<file path="src/rtl/ps2_receiver_pkg.sv">
// Purpose: shared PS/2 receiver definitions (FSM states, frame constants, prefix codes).
// Latency: n/a (types, constants and a parity helper only).
// Backpressure: n/a.
package ps2_receiver_pkg;

    typedef enum logic [1:0] {
        ST_IDLE  = 2'd0,
        ST_SHIFT = 2'd1,
        ST_CHECK = 2'd2
    } state_t;

    // Full frame: start, 8 data, parity, stop.
    localparam int PS2_FRAME_BITS = 11;
    // Bits captured after the start bit: data, parity, stop.
    localparam int PS2_SHIFT_BITS = PS2_FRAME_BITS - 1;

    localparam logic [7:0] PS2_PREFIX_EXT   = 8'hE0;
    localparam logic [7:0] PS2_PREFIX_BREAK = 8'hF0;

    // PS/2 uses odd parity over data+parity.
    function automatic logic odd_parity_ok(input logic [7:0] dat, input logic par);
        return ^{dat, par};
    endfunction

endpackage

</file>
<file path="src/rtl/ps2_fifo.sv">
// Purpose: generic synchronous FIFO, WIDTH x DEPTH (DEPTH power of two, >= 2).
// Latency: push visible at pop_dat_o/empty_o one cycle after the push edge.
// Backpressure: push while full is ignored unless a pop happens in the same cycle.
// Ports: clk, rst_n (async active-low), push_i/push_dat_i, pop_i, pop_dat_o (head), full_o, empty_o.
module ps2_fifo #(
    parameter int WIDTH = 8,
    parameter int DEPTH = 4
) (
    input  logic             clk,
    input  logic             rst_n,
    input  logic             push_i,
    input  logic [WIDTH-1:0] push_dat_i,
    input  logic             pop_i,
    output logic [WIDTH-1:0] pop_dat_o,
    output logic             full_o,
    output logic             empty_o
);

    localparam int AW = $clog2(DEPTH);
    localparam int CW = AW + 1;

    logic [WIDTH-1:0] mem_q [DEPTH];
    logic [AW-1:0]    wr_ptr_q;
    logic [AW-1:0]    rd_ptr_q;
    logic [CW-1:0]    cnt_q;
    logic             do_push;
    logic             do_pop;

    assign empty_o   = (cnt_q == '0);
    assign full_o    = (cnt_q == CW'(DEPTH));
    assign do_pop    = pop_i & ~empty_o;
    // A pop frees the slot in the same cycle, so a full FIFO can still accept.
    assign do_push   = push_i & (~full_o | do_pop);
    assign pop_dat_o = mem_q[rd_ptr_q];

    always_ff @(posedge clk or negedge rst_n) begin
        if (!rst_n) begin
            for (int i = 0; i < DEPTH; i++) begin
                mem_q[i] <= '0;
            end
            wr_ptr_q <= '0;
            rd_ptr_q <= '0;
            cnt_q    <= '0;
        end else begin
            if (do_push) begin
                mem_q[wr_ptr_q] <= push_dat_i;
                wr_ptr_q        <= wr_ptr_q + AW'(1);
            end
            if (do_pop) begin
                rd_ptr_q <= rd_ptr_q + AW'(1);
            end
            case ({do_push, do_pop})
                2'b10:   cnt_q <= cnt_q + CW'(1);
                2'b01:   cnt_q <= cnt_q - CW'(1);
                default: cnt_q <= cnt_q;
            endcase
        end
    end

endmodule

</file>
<file path="src/rtl/ps2_receiver.sv">
// Purpose: PS/2 device-to-host frame receiver with start/parity/stop checks and an output FIFO.
// Latency: stop-bit fall detected in cycle N -> CHECK in N+1 -> rxValid in N+2 (empty FIFO).
// Backpressure: rxValid/rxReady pop; a good byte arriving while full is dropped with an overflow pulse.
// Ports: clk, reset (async active-low), ps2Clk/ps2Data (async, debounced), rxData/rxExtended/rxBreak/
//        rxValid/rxReady (FIFO head + handshake), parityError/frameError/overflow (1-cycle pulses), busy.
// Option: define PS2_PREFIX_DECODE_EN to fold E0/F0 prefixes into rxExtended/rxBreak.
module ps2_receiver
    import ps2_receiver_pkg::*;
#(
    parameter int TIMEOUT_CYCLES = 20000,
    parameter int FIFO_DEPTH     = 4
) (
    input  logic       clk,
    input  logic       reset,
    input  logic       ps2Clk,
    input  logic       ps2Data,
    output logic [7:0] rxData,
    output logic       rxExtended,
    output logic       rxBreak,
    output logic       rxValid,
    input  logic       rxReady,
    output logic       parityError,
    output logic       frameError,
    output logic       overflow,
    output logic       busy
);

`ifdef PS2_PREFIX_DECODE_EN
    localparam int FIFO_W = 10;
`else
    localparam int FIFO_W = 8;
`endif
    localparam int         TW       = $clog2(TIMEOUT_CYCLES);
    localparam logic [3:0] LAST_BIT = 4'(PS2_SHIFT_BITS - 1);

    // Line synchronisers; reset to the idle-high level so reset release never looks like a fall.
    logic clk_meta_q, clk_sync_q, clk_hist_q;
    logic dat_meta_q, dat_sync_q;
    logic fall;

    always_ff @(posedge clk or negedge reset) begin
        if (!reset) begin
            clk_meta_q <= 1'b1;
            clk_sync_q <= 1'b1;
            clk_hist_q <= 1'b1;
            dat_meta_q <= 1'b1;
            dat_sync_q <= 1'b1;
        end else begin
            clk_meta_q <= ps2Clk;
            clk_sync_q <= clk_meta_q;
            clk_hist_q <= clk_sync_q;
            dat_meta_q <= ps2Data;
            dat_sync_q <= dat_meta_q;
        end
    end

    assign fall = clk_hist_q & ~clk_sync_q;

    state_t                    state_q, state_d;
    logic [3:0]                bit_cnt_q, bit_cnt_d;
    logic [PS2_SHIFT_BITS-1:0] shift_q, shift_d;
    logic [TW-1:0]             tmo_q, tmo_d;
    logic                      perr_q, perr_d;
    logic                      ferr_q, ferr_d;
    logic                      ovf_q, ovf_d;
    logic                      byte_good;
    logic                      push_req;
    logic [FIFO_W-1:0]         push_dat;
    logic [FIFO_W-1:0]         pop_dat;
    logic                      fifo_full;
    logic                      fifo_empty;
    logic [7:0]                rx_byte;

    // Shift register fills from the top, so after 10 samples: [7:0] data, [8] parity, [9] stop.
    assign rx_byte = shift_q[7:0];

    always_comb begin
        state_d   = state_q;
        bit_cnt_d = bit_cnt_q;
        shift_d   = shift_q;
        tmo_d     = tmo_q;
        perr_d    = 1'b0;
        ferr_d    = 1'b0;
        byte_good = 1'b0;
        case (state_q)
            ST_IDLE: begin
                tmo_d = '0;
                // A fall with data high is not a start bit; ignore it silently.
                if (fall && !dat_sync_q) begin
                    state_d   = ST_SHIFT;
                    bit_cnt_d = '0;
                end
            end
            ST_SHIFT: begin
                if (fall) begin
                    shift_d = {dat_sync_q, shift_q[PS2_SHIFT_BITS-1:1]};
                    tmo_d   = '0;
                    if (bit_cnt_q == LAST_BIT) begin
                        state_d = ST_CHECK;
                    end else begin
                        bit_cnt_d = bit_cnt_q + 4'd1;
                    end
                end else if (tmo_q == TW'(TIMEOUT_CYCLES - 1)) begin
                    state_d = ST_IDLE;
                    tmo_d   = '0;
                    ferr_d  = 1'b1;
                end else begin
                    tmo_d = tmo_q + TW'(1);
                end
            end
            ST_CHECK: begin
                state_d = ST_IDLE;
                if (!shift_q[9]) begin
                    ferr_d = 1'b1;
                end else if (!odd_parity_ok(rx_byte, shift_q[8])) begin
                    perr_d = 1'b1;
                end else begin
                    byte_good = 1'b1;
                end
            end
            default: state_d = ST_IDLE;
        endcase
    end

`ifdef PS2_PREFIX_DECODE_EN
    logic ext_q, ext_d;
    logic brk_q, brk_d;

    // Prefixes are absorbed into flags; the next good byte carries them and clears them
    // whether it is stored or dropped for overflow. Any bad frame also clears them.
    always_comb begin
        ext_d    = ext_q;
        brk_d    = brk_q;
        push_req = 1'b0;
        if (perr_d || ferr_d) begin
            ext_d = 1'b0;
            brk_d = 1'b0;
        end else if (byte_good) begin
            if (rx_byte == PS2_PREFIX_EXT) begin
                ext_d = 1'b1;
            end else if (rx_byte == PS2_PREFIX_BREAK) begin
                brk_d = 1'b1;
            end else begin
                push_req = 1'b1;
                ext_d    = 1'b0;
                brk_d    = 1'b0;
            end
        end
    end

    always_ff @(posedge clk or negedge reset) begin
        if (!reset) begin
            ext_q <= 1'b0;
            brk_q <= 1'b0;
        end else begin
            ext_q <= ext_d;
            brk_q <= brk_d;
        end
    end

    assign push_dat   = {brk_q, ext_q, rx_byte};
    assign rxData     = pop_dat[7:0];
    assign rxExtended = pop_dat[8];
    assign rxBreak    = pop_dat[9];
`else
    assign push_req   = byte_good;
    assign push_dat   = rx_byte;
    assign rxData     = pop_dat;
    assign rxExtended = 1'b0;
    assign rxBreak    = 1'b0;
`endif

    // When full, the head is valid, so rxReady alone decides whether a slot frees up.
    assign ovf_d = push_req & fifo_full & ~rxReady;

    always_ff @(posedge clk or negedge reset) begin
        if (!reset) begin
            state_q   <= ST_IDLE;
            bit_cnt_q <= '0;
            shift_q   <= '0;
            tmo_q     <= '0;
            perr_q    <= 1'b0;
            ferr_q    <= 1'b0;
            ovf_q     <= 1'b0;
        end else begin
            state_q   <= state_d;
            bit_cnt_q <= bit_cnt_d;
            shift_q   <= shift_d;
            tmo_q     <= tmo_d;
            perr_q    <= perr_d;
            ferr_q    <= ferr_d;
            ovf_q     <= ovf_d;
        end
    end

    ps2_fifo #(
        .WIDTH (FIFO_W),
        .DEPTH (FIFO_DEPTH)
    ) u_fifo (
        .clk        (clk),
        .rst_n      (reset),
        .push_i     (push_req),
        .push_dat_i (push_dat),
        .pop_i      (rxReady),
        .pop_dat_o  (pop_dat),
        .full_o     (fifo_full),
        .empty_o    (fifo_empty)
    );

    assign rxValid     = ~fifo_empty;
    assign parityError = perr_q;
    assign frameError  = ferr_q;
    assign overflow    = ovf_q;
    assign busy        = (state_q != ST_IDLE);

endmodule
</file>
<file path="config.mk">
export PLATFORM = sky130hd
export DESIGN_NAME = ps2_receiver
export DESIGN_NICKNAME = d
export VERILOG_FILES = /design/src/rtl/ps2_receiver_pkg.sv /design/src/rtl/ps2_fifo.sv /design/src/rtl/ps2_receiver.sv
export SDC_FILE = /design/constraint.sdc
export NUM_CORES = 1
export LEC_CHECK = 0
export CORE_ASPECT_RATIO = 1.2
export CORE_MARGIN = 2
export CORE_UTILIZATION = 50
export CTS_CLUSTER_SIZE = 10
export DETAILED_ROUTE_END_ITERATION = 7
export PLACE_DENSITY = 0.68
export SLEW_MARGIN = 20
export SYNTH_ARGS = -nofsm -noshare
export SYNTH_HDL_FRONTEND = slang
export SYNTH_SLANG_ARGS = --single-unit
</file>
<file path="constraint.sdc">
create_clock -name clk -period 3.65 [get_ports clk]
set_clock_uncertainty 0.15 [all_clocks]
set_input_delay 0.5475 -clock clk [delete_from_list [all_inputs] [get_ports clk]]
set_output_delay 0.5475 -clock clk [all_outputs]
set_load 0.01 [all_outputs]
</file>
Word level (Yosys, flattened, before mapping)
Index checks and enable logic that the tools add are counted.
Widths: inputs -> output; s select.

operators by class
  add/subtract/negate cells = 6
  order comparisons = 3
  equality and inequality tests = 12
  muxes and demuxes = 29
  bitwise logic cells = 12
  reduce and logical (&&, ||, !) cells = 12

operator list
  kind                   number
  $bwmux 32              1
  $mux 15                2
  $pmux 15 s2            1
  $mux 8                 3
  $bmux 8 s2             1
  $demux 8 s2            1
  $add 15x1->15 const B  1
  $eq 15x15->1 const B   1
  $mux 4                 3
  $mux 1                 9
  $reduce_xor 9->1       1
  $mux 2                 4
  $pmux 4 s2             1
  $ge 3x3->1 const B     2
  $ne 2x2->1 const B     3
  $ne 3x3->1 const B     2
  $not 2->3              2
  $pmux 3 s2             1
  $reduce_bool 2->1      3
  $and 1x1->1            5
  $add 2x1->2 const B    2
  $add 4x1->4 const B    1
  $eq 2x1->1 const B     2
  $eq 2x2->1 const B     2
  16 further kinds       20

storage, ports and cells
  register bits after elaboration = 78
  output and inout port bits = 15
  logic and storage cells = 93

Longest topological paths before layout
Gate-level depths: netlist (run 1).

  depth in word-level cells = 7
  mapped depth = 11
  depth with buffers taken out = 11

Hierarchy
A second synthesis (run 1) with hierarchy kept.

second synthesis, totals
  cell total of the unflattened synthesis = 318
  area, all modules = 3782.4 um2

by module, submodules not included
  module        instances  cells each  area each (um2)
  ps2_receiver  1          203         1980.6
  ps2_fifo      1          115         1801.7

Worst setup path before layout (run 1)
OpenSTA, ideal clock, no wires.

  kind = register to register
  start point = register shift_q[5]
  end point = register u_fifo.cnt_q[2]
  data arrival time = 2.522 ns
  data required time = 3.421 ns
  slack = 0.899 ns
  stages on the path, launching flop included = 10
  path buffers = 0
  period minus slack after synthesis = 2.751 ns
  path through = dfrtp_1 xor2_1 xnor3_2 mux2i_1 ha_1 inv_1 fa_1 xor2_1 nor2_1 xor2_1

between the ends
  word-level cells in the longest chain between the ends = 7

RTL lines
  what                                             line                    RTL
  start, declared                                  ps2_receiver.sv:61      logic [PS2_SHIFT_BITS-1:0] shift_q, shift_d;
  start signal, assigned                           ps2_receiver.sv:188     shift_q <= shift_d;
  $reduce_xor 9->1 (*)                             ps2_receiver_pkg.sv:22  return ^{dat, par};
  $mux 1 (*)                                       ps2_receiver.sv:115     end else if (!odd_parity_ok(rx_byte, shift_q[8])) begin
  $mux 1 (*)                                       ps2_receiver.sv:113     if (!shift_q[9]) begin
  $mux 1 (*)                                       ps2_receiver.sv:85      case (state_q)
  $and 1x1->1 (*)                                  ps2_fifo.sv:33          assign do_push = push_i & (~full_o | do_pop);
  $eq 2x1->1 or $eq 2x2->1 (tied branches)         ps2_fifo.sv:52          case ({do_push, do_pop})
  $pmux 3 s2 or $reduce_bool 2->1 (tied branches)  -
  end signal, assigned                             ps2_fifo.sv:53          2'b10: cnt_q <= cnt_q + CW'(1);
  end signal, assigned                             ps2_fifo.sv:54          2'b01: cnt_q <= cnt_q - CW'(1);
  end signal, assigned                             ps2_fifo.sv:55          default: cnt_q <= cnt_q;
  end, declared                                    ps2_fifo.sv:25          logic [CW-1:0] cnt_q;

Every way passes the cells marked *; elsewhere a longest branch is shown, timed or not.
A chain may end at the register's enable or synchronous reset.

Final worst setup path (run 1)
Same ends and word-level chain as after synthesis.

==> results.toml, run 1 <==
[critical_path]
slowest_delay_ns = 0.61
register_to_register_setup_slack_ns = 0.68
crit_start_category = "flop"
path_class = "flop to flop"
cp_max_fo = 7
critical-path-top-delay-family = "XOR/XNOR gates"
critical_path_cell_with_the_highest_stage_delay = "xnor3_2"
worstPathBufferInverterCount = 1
critical_path.cell_chain = "xor2_1 > xnor3_2 > mux2i_1 > ha_1 > inv_1 > fa_1 > xor2_1 > nor2_1 > xor2_1"
cp-end-kind = "flop"
worst_ep_arrival_time_ns = 3.10
required_ns = 3.78
critical-path-top-cell-by-count = "xor2_1"

[routing]
routed-wl-met2_um = 3180
detailedRoute.firstIterationViolations = 76
wl_met3_um = 179
num_vias = 2396
vias_per_cell = 5.66
drt_pass1_iterations = 4
highest_layer = "met4"
antenna_left = 0
drc_errors = 0
wire_length_on_met1_um = 3030
wire_per_inst_um = 15.5
drt-total-wl_um = 6560

[flow_run]
timing.max_cap.violations = 0

[floorplan]
die-area_um2 = 8550
start_util_pct = 51.4
floorplan.core_area_um2 = 7620
die_x_um = 84.8
floorplan.rows = 35
io-pin-count = 20
die_h_um = 101

[global_route]
initial_antenna_violation_count = 0
grt_pass1_vias = 2482
grt.overflow.total = 0
largest_net_degree_at_the_start_of_global_routing = 79
grtUsageTotal_pct = 17.5
grt_pass1_wl_um = 11600

[timing]
whs_ns = 0.179
timing.final.crit_period_ns = 2.97
actual_slew_at_the_worst_max_slew_pin_ns = 0.953
setup_viol_count_final = 0
setup-tns-final_ns = 0
final_hold_fails = 0
min_period_over_period_pct = 81.3
max_freq_ghz = 0.337
unrepaired_setup_endpoints_after_global_routing = "no"
final_max_slew_viol_count = 0
relSlewSlack_pct = 36.5

[synth]
yosysWarningCount = 0
synth_compound_area_share_pct = 7.35
synth.avg_cell_area_um2 = 12.5
cell_area_after_technology_mapping_um2 = 3910
combinational_family_with_the_most_area_after_synthesis = "multiplexers"
yosysUniqueCellTypes = 46
synth.yosys.seq_area_share_pct = 50.0
syn-instance-count = 312
postSynthRegisterBits = 78
yosys.area_share.xor_xnor_pct = 4.25
synth_fa_ha_area_share_pct = 4.03
muxShareOfSynthArea_pct = 20.0
yosys.area_share.simple_pct = 11.1

[cts]
clock_sink_count = 78
cts_inserted_buffers = 9
cts_setup_buffers = 0
cts_tree = "built"
path_clk_slew_ns = 0.08
clock_insertion_delay_worst_skew_ns = 0.36
ctsHoldBuffers = 0
ctsHtreeMaxLevel = 3
clockBufferDepth = 2
clock_tree.root_cell = "clkbuf_8"
ctsResizeCount = 0

[power_and_ir_drop]
worst_ir_drop_vdd_v = 0.000333
proportion_of_total_power_due_to_net_switching_pct = 31.7
p_int_w = 0.00183
p_seq_share_pct = 42.4
clockPowerShare_pct = 29.3
power_frac_comb_pct = 28.4
total_power_w = 0.00267
total_switching_power_w = 0.000846
powerDensity_nw_per_um2 = 609
cellLeakagePower_nw = 2.00

[worst_hold_path]
worst_hold_path_type = "input port to async pin"

[cells_and_area]
antenna-diode-count = 0
nFillCells = 639
layout-drive-gt1-share_pct = 26.9
flow.area_growth_from_synthesis_pct = 12.1
nNetsFinal = 343
ff_latch_area_um2 = 1960
multiInputGateArea_um2 = 1840

[place]
io_buffers = 17
globalplace.congestion = 0.736
post-dp-hpwl_um = 4330

[status]
status = "finished clean"
## power by group through the flow
stage               registers [W]  clock network (W)  logic [W]
global route              0.00116           0.000844   0.000843
detailed placement        0.00116                  0   0.000766
finish                    0.00113           0.000782   0.000758
CTS                       0.00114           0.000809   0.000770
floorplan                 0.00105                  0   0.000703
global placement          0.00115                  0   0.000753
## registers in the layout, summed over array words and instances, names as in the netlist, 2 cells and up
name and cells:
u_fifo.mem_q 32, u_fifo.cnt_q 3, bit_cnt_q 4, state_q 2, u_fifo.wr_ptr_q 2, tmo_q 15, u_fifo.rd_ptr_q 2, shift_q 10
## path summary, 6_finish.rpt
path / end / cells after the start / from
max: u_fifo.cnt_q[2] / 9 / shift_q[5]
min: u_fifo.mem_q[4] / 1 / reset
max reg2reg: u_fifo.cnt_q[2] / 9 / shift_q[5]
min in group clk: clk_sync_q / 0 / clk_meta_q
min reg2reg: clk_sync_q / 0 / clk_meta_q
max in group asynchronous: u_fifo.cnt_q[2] / 1 / reset
## cell usage in the layout, fill, tap and decap left out, drive strengths merged, types with 4 or more instances in the layout
master	Yosys	layout
xor2	5	5
and2	6	6
dfstp	5	5
inv	13	14
ha	11	11
xnor2	6	6
clkbuf	11	9
clkdlybuf4s50	0	16
nand4	6	6
mux2	43	43
a22o	10	10
mux2i	7	7
nor2	12	12
a31oi	4	4
nor3	12	12
mux4	8	8
nand3	13	13
dfrtp	73	73
nand2	13	13
and4	5	5
a31o	8	8
o21ai	8	8
## cells in the mapped netlist, drive strengths merged
cell	instances	area (um2)
xnor2	6	52.6
conb	1	3.75
buf	6	31.3
a2111o	1	11.3
nand2	13	48.8
or2	1	6.26
a22o	10	87.6
and4	5	43.8
nor2b	1	6.26
nor4	1	6.26
clkbuf	11	41.3
nand3	13	65.1
and3	1	6.26
o32a	1	10.0
nand4	6	37.5
o22ai	2	12.5
and2	6	37.5
inv	13	48.8
and3b	1	8.76
ha	11	138
or3	3	18.8
mux4	8	180
xnor3	2	46.3
o31ai	1	7.51
dfstp	5	131
a31o	8	70.1
xor2	5	43.8
nand2b	3	18.8
nand3b	1	7.51
nor3	12	60.1
nor2	12	45.0
dfrtp	73	1830
a32oi	1	8.76
o21bai	1	7.51
fa	1	20.0
mux2	43	484
nor4b	2	17.5
mux2i	7	120
a31oi	4	25.0
o211ai	1	7.51
xor3	1	23.8
o21ai	8	40.0
## cell type report
cell class                      instances  area share, %
Clock inverter                          7           2.77
Multi-Input combinational cell        205           41.9
Sequential cell                        78           44.6
Tap cell                               92           2.62
Clock buffer                            9           2.82
Timing Repair Buffer                   19           4.16
Inverter                               13           1.11
## cells by family (layout without fill, tap and decap cells)
family	after synthesis	after routing
XOR/XNOR	14	14
AND/OR/NAND/NOR	81	81
multiplexers	58	58
buffers and inverters	30	48
adder cells (fa/ha/maj)	12	12
AO/OA/AOI/OAI	38	38
flip-flops	78	78
other	1	2
## per-stage QoR
| stage | util (%) | area, um2 | setup WS, ns | cells |
|---|---|---|---|---|
| after CTS | 57.6 | 4390 | 0.658 | 423 |
| final | 57.6 | 4390 | 0.681 | 423 |
| after global routing | 57.6 | 4390 | 0.466 | 423 |
| after floorplan | - | 3920 | 0.899 | 313 |
| after detailed placement | 54.4 | 4140 | 0.361 | 407 |
| after global placement | 54.4 | 4140 | 0.463 | 407 |
## metal layers
layer / up-vias / GRT usage, %
met5: - / 0
met4: 0 / 8.91
met3: 15 / 4.26
met2: 34 / 28.6
met1: 1180 / 21.7
li1: 1167 / -
No activity file was read; power rests on OpenSTA's default activity.
==> inputs of run 2 (changes only) <==
- clock period: 3.65 -> 2.8 ns (I/O delays scaled with it)
==> run 2 against run 1 <==
Net effect: wire length grew 5.2%; sequential power grew 27%; final cell count grew 2.6%; largest power group unchanged; critical path type unchanged; critical endpoint unchanged; largest cell class unchanged.
==> results.toml, run 2 (synthesis gave the netlist of run 1 again) <==
[timing]
max_freq_ghz = 0.388
setup_viol_count_final = 0
setup-tns-final_ns = 0
actual_slew_at_the_worst_max_slew_pin_ns = 0.950
unrepaired_setup_endpoints_after_global_routing = "no"
relSlewSlack_pct = 36.6
min_period_over_period_pct = 92.0
final_hold_fails = 0
final_max_slew_viol_count = 0
timing.final.crit_period_ns = 2.57

[cells_and_area]
flow.area_growth_from_synthesis_pct = 12.9
largest_reg_flops = 32
registers.top_by_ff_count = "u_fifo.mem_q"
layout-drive-gt1-share_pct = 29.5
nNetsFinal = 354
layout.cells.most_common = "dfrtp_1"
antenna-diode-count = 0
layout_common_cells = "dfrtp_1 (73), mux2_2 (43), clkdlybuf4s50_1 (16)"
largestRegisters = "u_fifo.mem_q (32), tmo_q (15), shift_q (10)"
final-instance-count-excl-fill = 434

[place]
globalplace.congestion = 0.751
io_buffers = 17
placed_cells = 418
post-dp-hpwl_um = 4610

[power_and_ir_drop]
cellLeakagePower_nw = 2.03
proportion_of_total_power_due_to_net_switching_pct = 34.7
clockPowerShare_pct = 23.7
powerDensity_nw_per_um2 = 760
p_int_w = 0.00219
worst_ir_drop_vdd_v = 0.000604
power_frac_comb_pct = 33.4
p_seq_share_pct = 42.9
total_switching_power_w = 0.00116

[worst_hold_path]
worst_hold_path_type = "input port to async pin"

[cts]
cts_inserted_buffers = 9
ctsHoldBuffers = 0
path_clk_slew_ns = 0.10
ctsResizeCount = 0
clock_insertion_delay_worst_skew_ns = 0.36
clock_sink_count = 78
ctsHtreeMaxLevel = 3
cts_setup_buffers = 0
cts_tree = "built"
clockBufferDepth = 2
clock_tree.root_cell = "clkbuf_8"

[critical_path]
cp_max_fo = 7
cp-end-kind = "flop"
register_to_register_setup_slack_ns = 0.23
crit_start_category = "flop"
slowest_delay_ns = 0.49
regToRegStartpoint = "shift_q[2]"
r2r_cells = 9
worst_ep_arrival_time_ns = 2.70
critical-path-top-cell-by-count = "xor2_1"
path_class = "flop to flop"
crit-reg2reg-capture = "u_fifo.cnt_q[2]"
critical_path_cell_with_the_highest_stage_delay = "dfrtp_1"
critical_path.cell_chain = "xnor2_2 > xnor3_2 > mux2i_1 > ha_1 > inv_1 > fa_1 > xor2_1 > nor2_1 > xor2_1"
required_ns = 2.92

[floorplan]
io-pin-count = 20
start_util_pct = 51.4
die_h_um = 101
floorplan.rows = 35
die-area_um2 = 8550
floorplan.core_area_um2 = 7620
die_x_um = 84.8

[routing]
drt-total-wl_um = 6900
detailedRoute.firstIterationViolations = 80
wire_per_inst_um = 15.9
drc_errors = 0
antenna_left = 0
vias_per_cell = 5.72
drt_pass1_iterations = 4
num_vias = 2482

[status]
status = "finished clean"

[global_route]
grt_pass1_wl_um = 12200
grt_pass1_vias = 2568
largest_net_degree_at_the_start_of_global_routing = 79
initial_antenna_violation_count = 0
grtUsageTotal_pct = 18.0
grt.overflow.total = 0

[flow_run]
timing.max_cap.violations = 0
-- run 2: cell types whose count changed in the layout (fill, tap and decap cells not counted) --
| cell | before | now |
|---|---|---|
| bufinv_16 | 3 | 0 |
| clkinv_2 | 1 | 0 |
| xnor2_1 | 6 | 5 |
| xnor2_2 | 0 | 1 |
| buf_4 | 3 | 14 |
| inv_6 | 1 | 3 |
| inv_8 | 0 | 1 |
| clkinvlp_4 | 0 | 1 |
-- run 2: worst max-delay path by stage --
stage / from / cells past startpoint / to
after floorplan: shift_q[5] / 9 / u_fifo.cnt_q[2]
after global placement: rxReady / 11 / u_fifo.cnt_q[2]
after detailed placement: rxReady / 11 / u_fifo.cnt_q[2]
after CTS: shift_q[2] / 9 / u_fifo.cnt_q[2]
after global routing: shift_q[7] / 9 / u_fifo.cnt_q[2]
final: shift_q[2] / 9 / u_fifo.cnt_q[2]
-- run 2: power groups by stage --
stage / clock, W / sequential [W] / combinational [W]
3_5_place_dp: 0 / 0.00146 / 0.00113
5_1_grt: 0.000875 / 0.00147 / 0.00124
6_report: 0.000795 / 0.00144 / 0.00112
3_3_place_gp: 0 / 0.00146 / 0.00111
4_1_cts: 0.000823 / 0.00144 / 0.00114
2_1_floorplan: 0 / 0.00136 / 0.000917
-- run 2: cell type report --
cell class                      count  area [um2]
Timing Repair Buffer               30         265
Clock buffer                        9         124
Tap cell                           92         115
Sequential cell                    78        1960
Inverter                           13        48.8
Multi-Input combinational cell    205        1850
Fill cell                         647        3200
Clock inverter                      7        62.6
-- run 2: critical path: cells and delay by family (launching register included) --
family | cells | cell delay (ns)
flops | 1 | 0.49
xor+xnor | 4 | 0.91
simple gates | 1 | 0.11
buf+inv | 1 | 0.05
mux | 1 | 0.22
fa+ha+maj | 2 | 0.56
-- run 2: per-layer routing --
metal / GRT usage (%) / vias up / wire [um] / share of wire [%]
met1: 22.6 / 1249 / 3040 / 44
met3: 4.42 / 11 / 198 / 2.9
met4: 6.59 / 0 / 115 / 1.7
met2: 30.4 / 37 / 3550 / 51
met5: 0 / - / 0 / 0
li1: - / 1185 / - / -
-- run 2: metrics by stage --
stage	area [um2]	util (%)	hold WS (ns)	setup slack, ns	power (W)
final	4420	58.0	0.0539	0.225	0.00336
after global routing	4420	58.0	0.139	0.0139	0.00359
after detailed placement	4230	55.5	0.199	0.0241	0.00260
after CTS	4410	57.9	0.0985	0.150	0.00340
after global placement	4230	55.5	0.196	0.0738	0.00257
after floorplan	3920	-	-0.0256	0.0491	0.00228
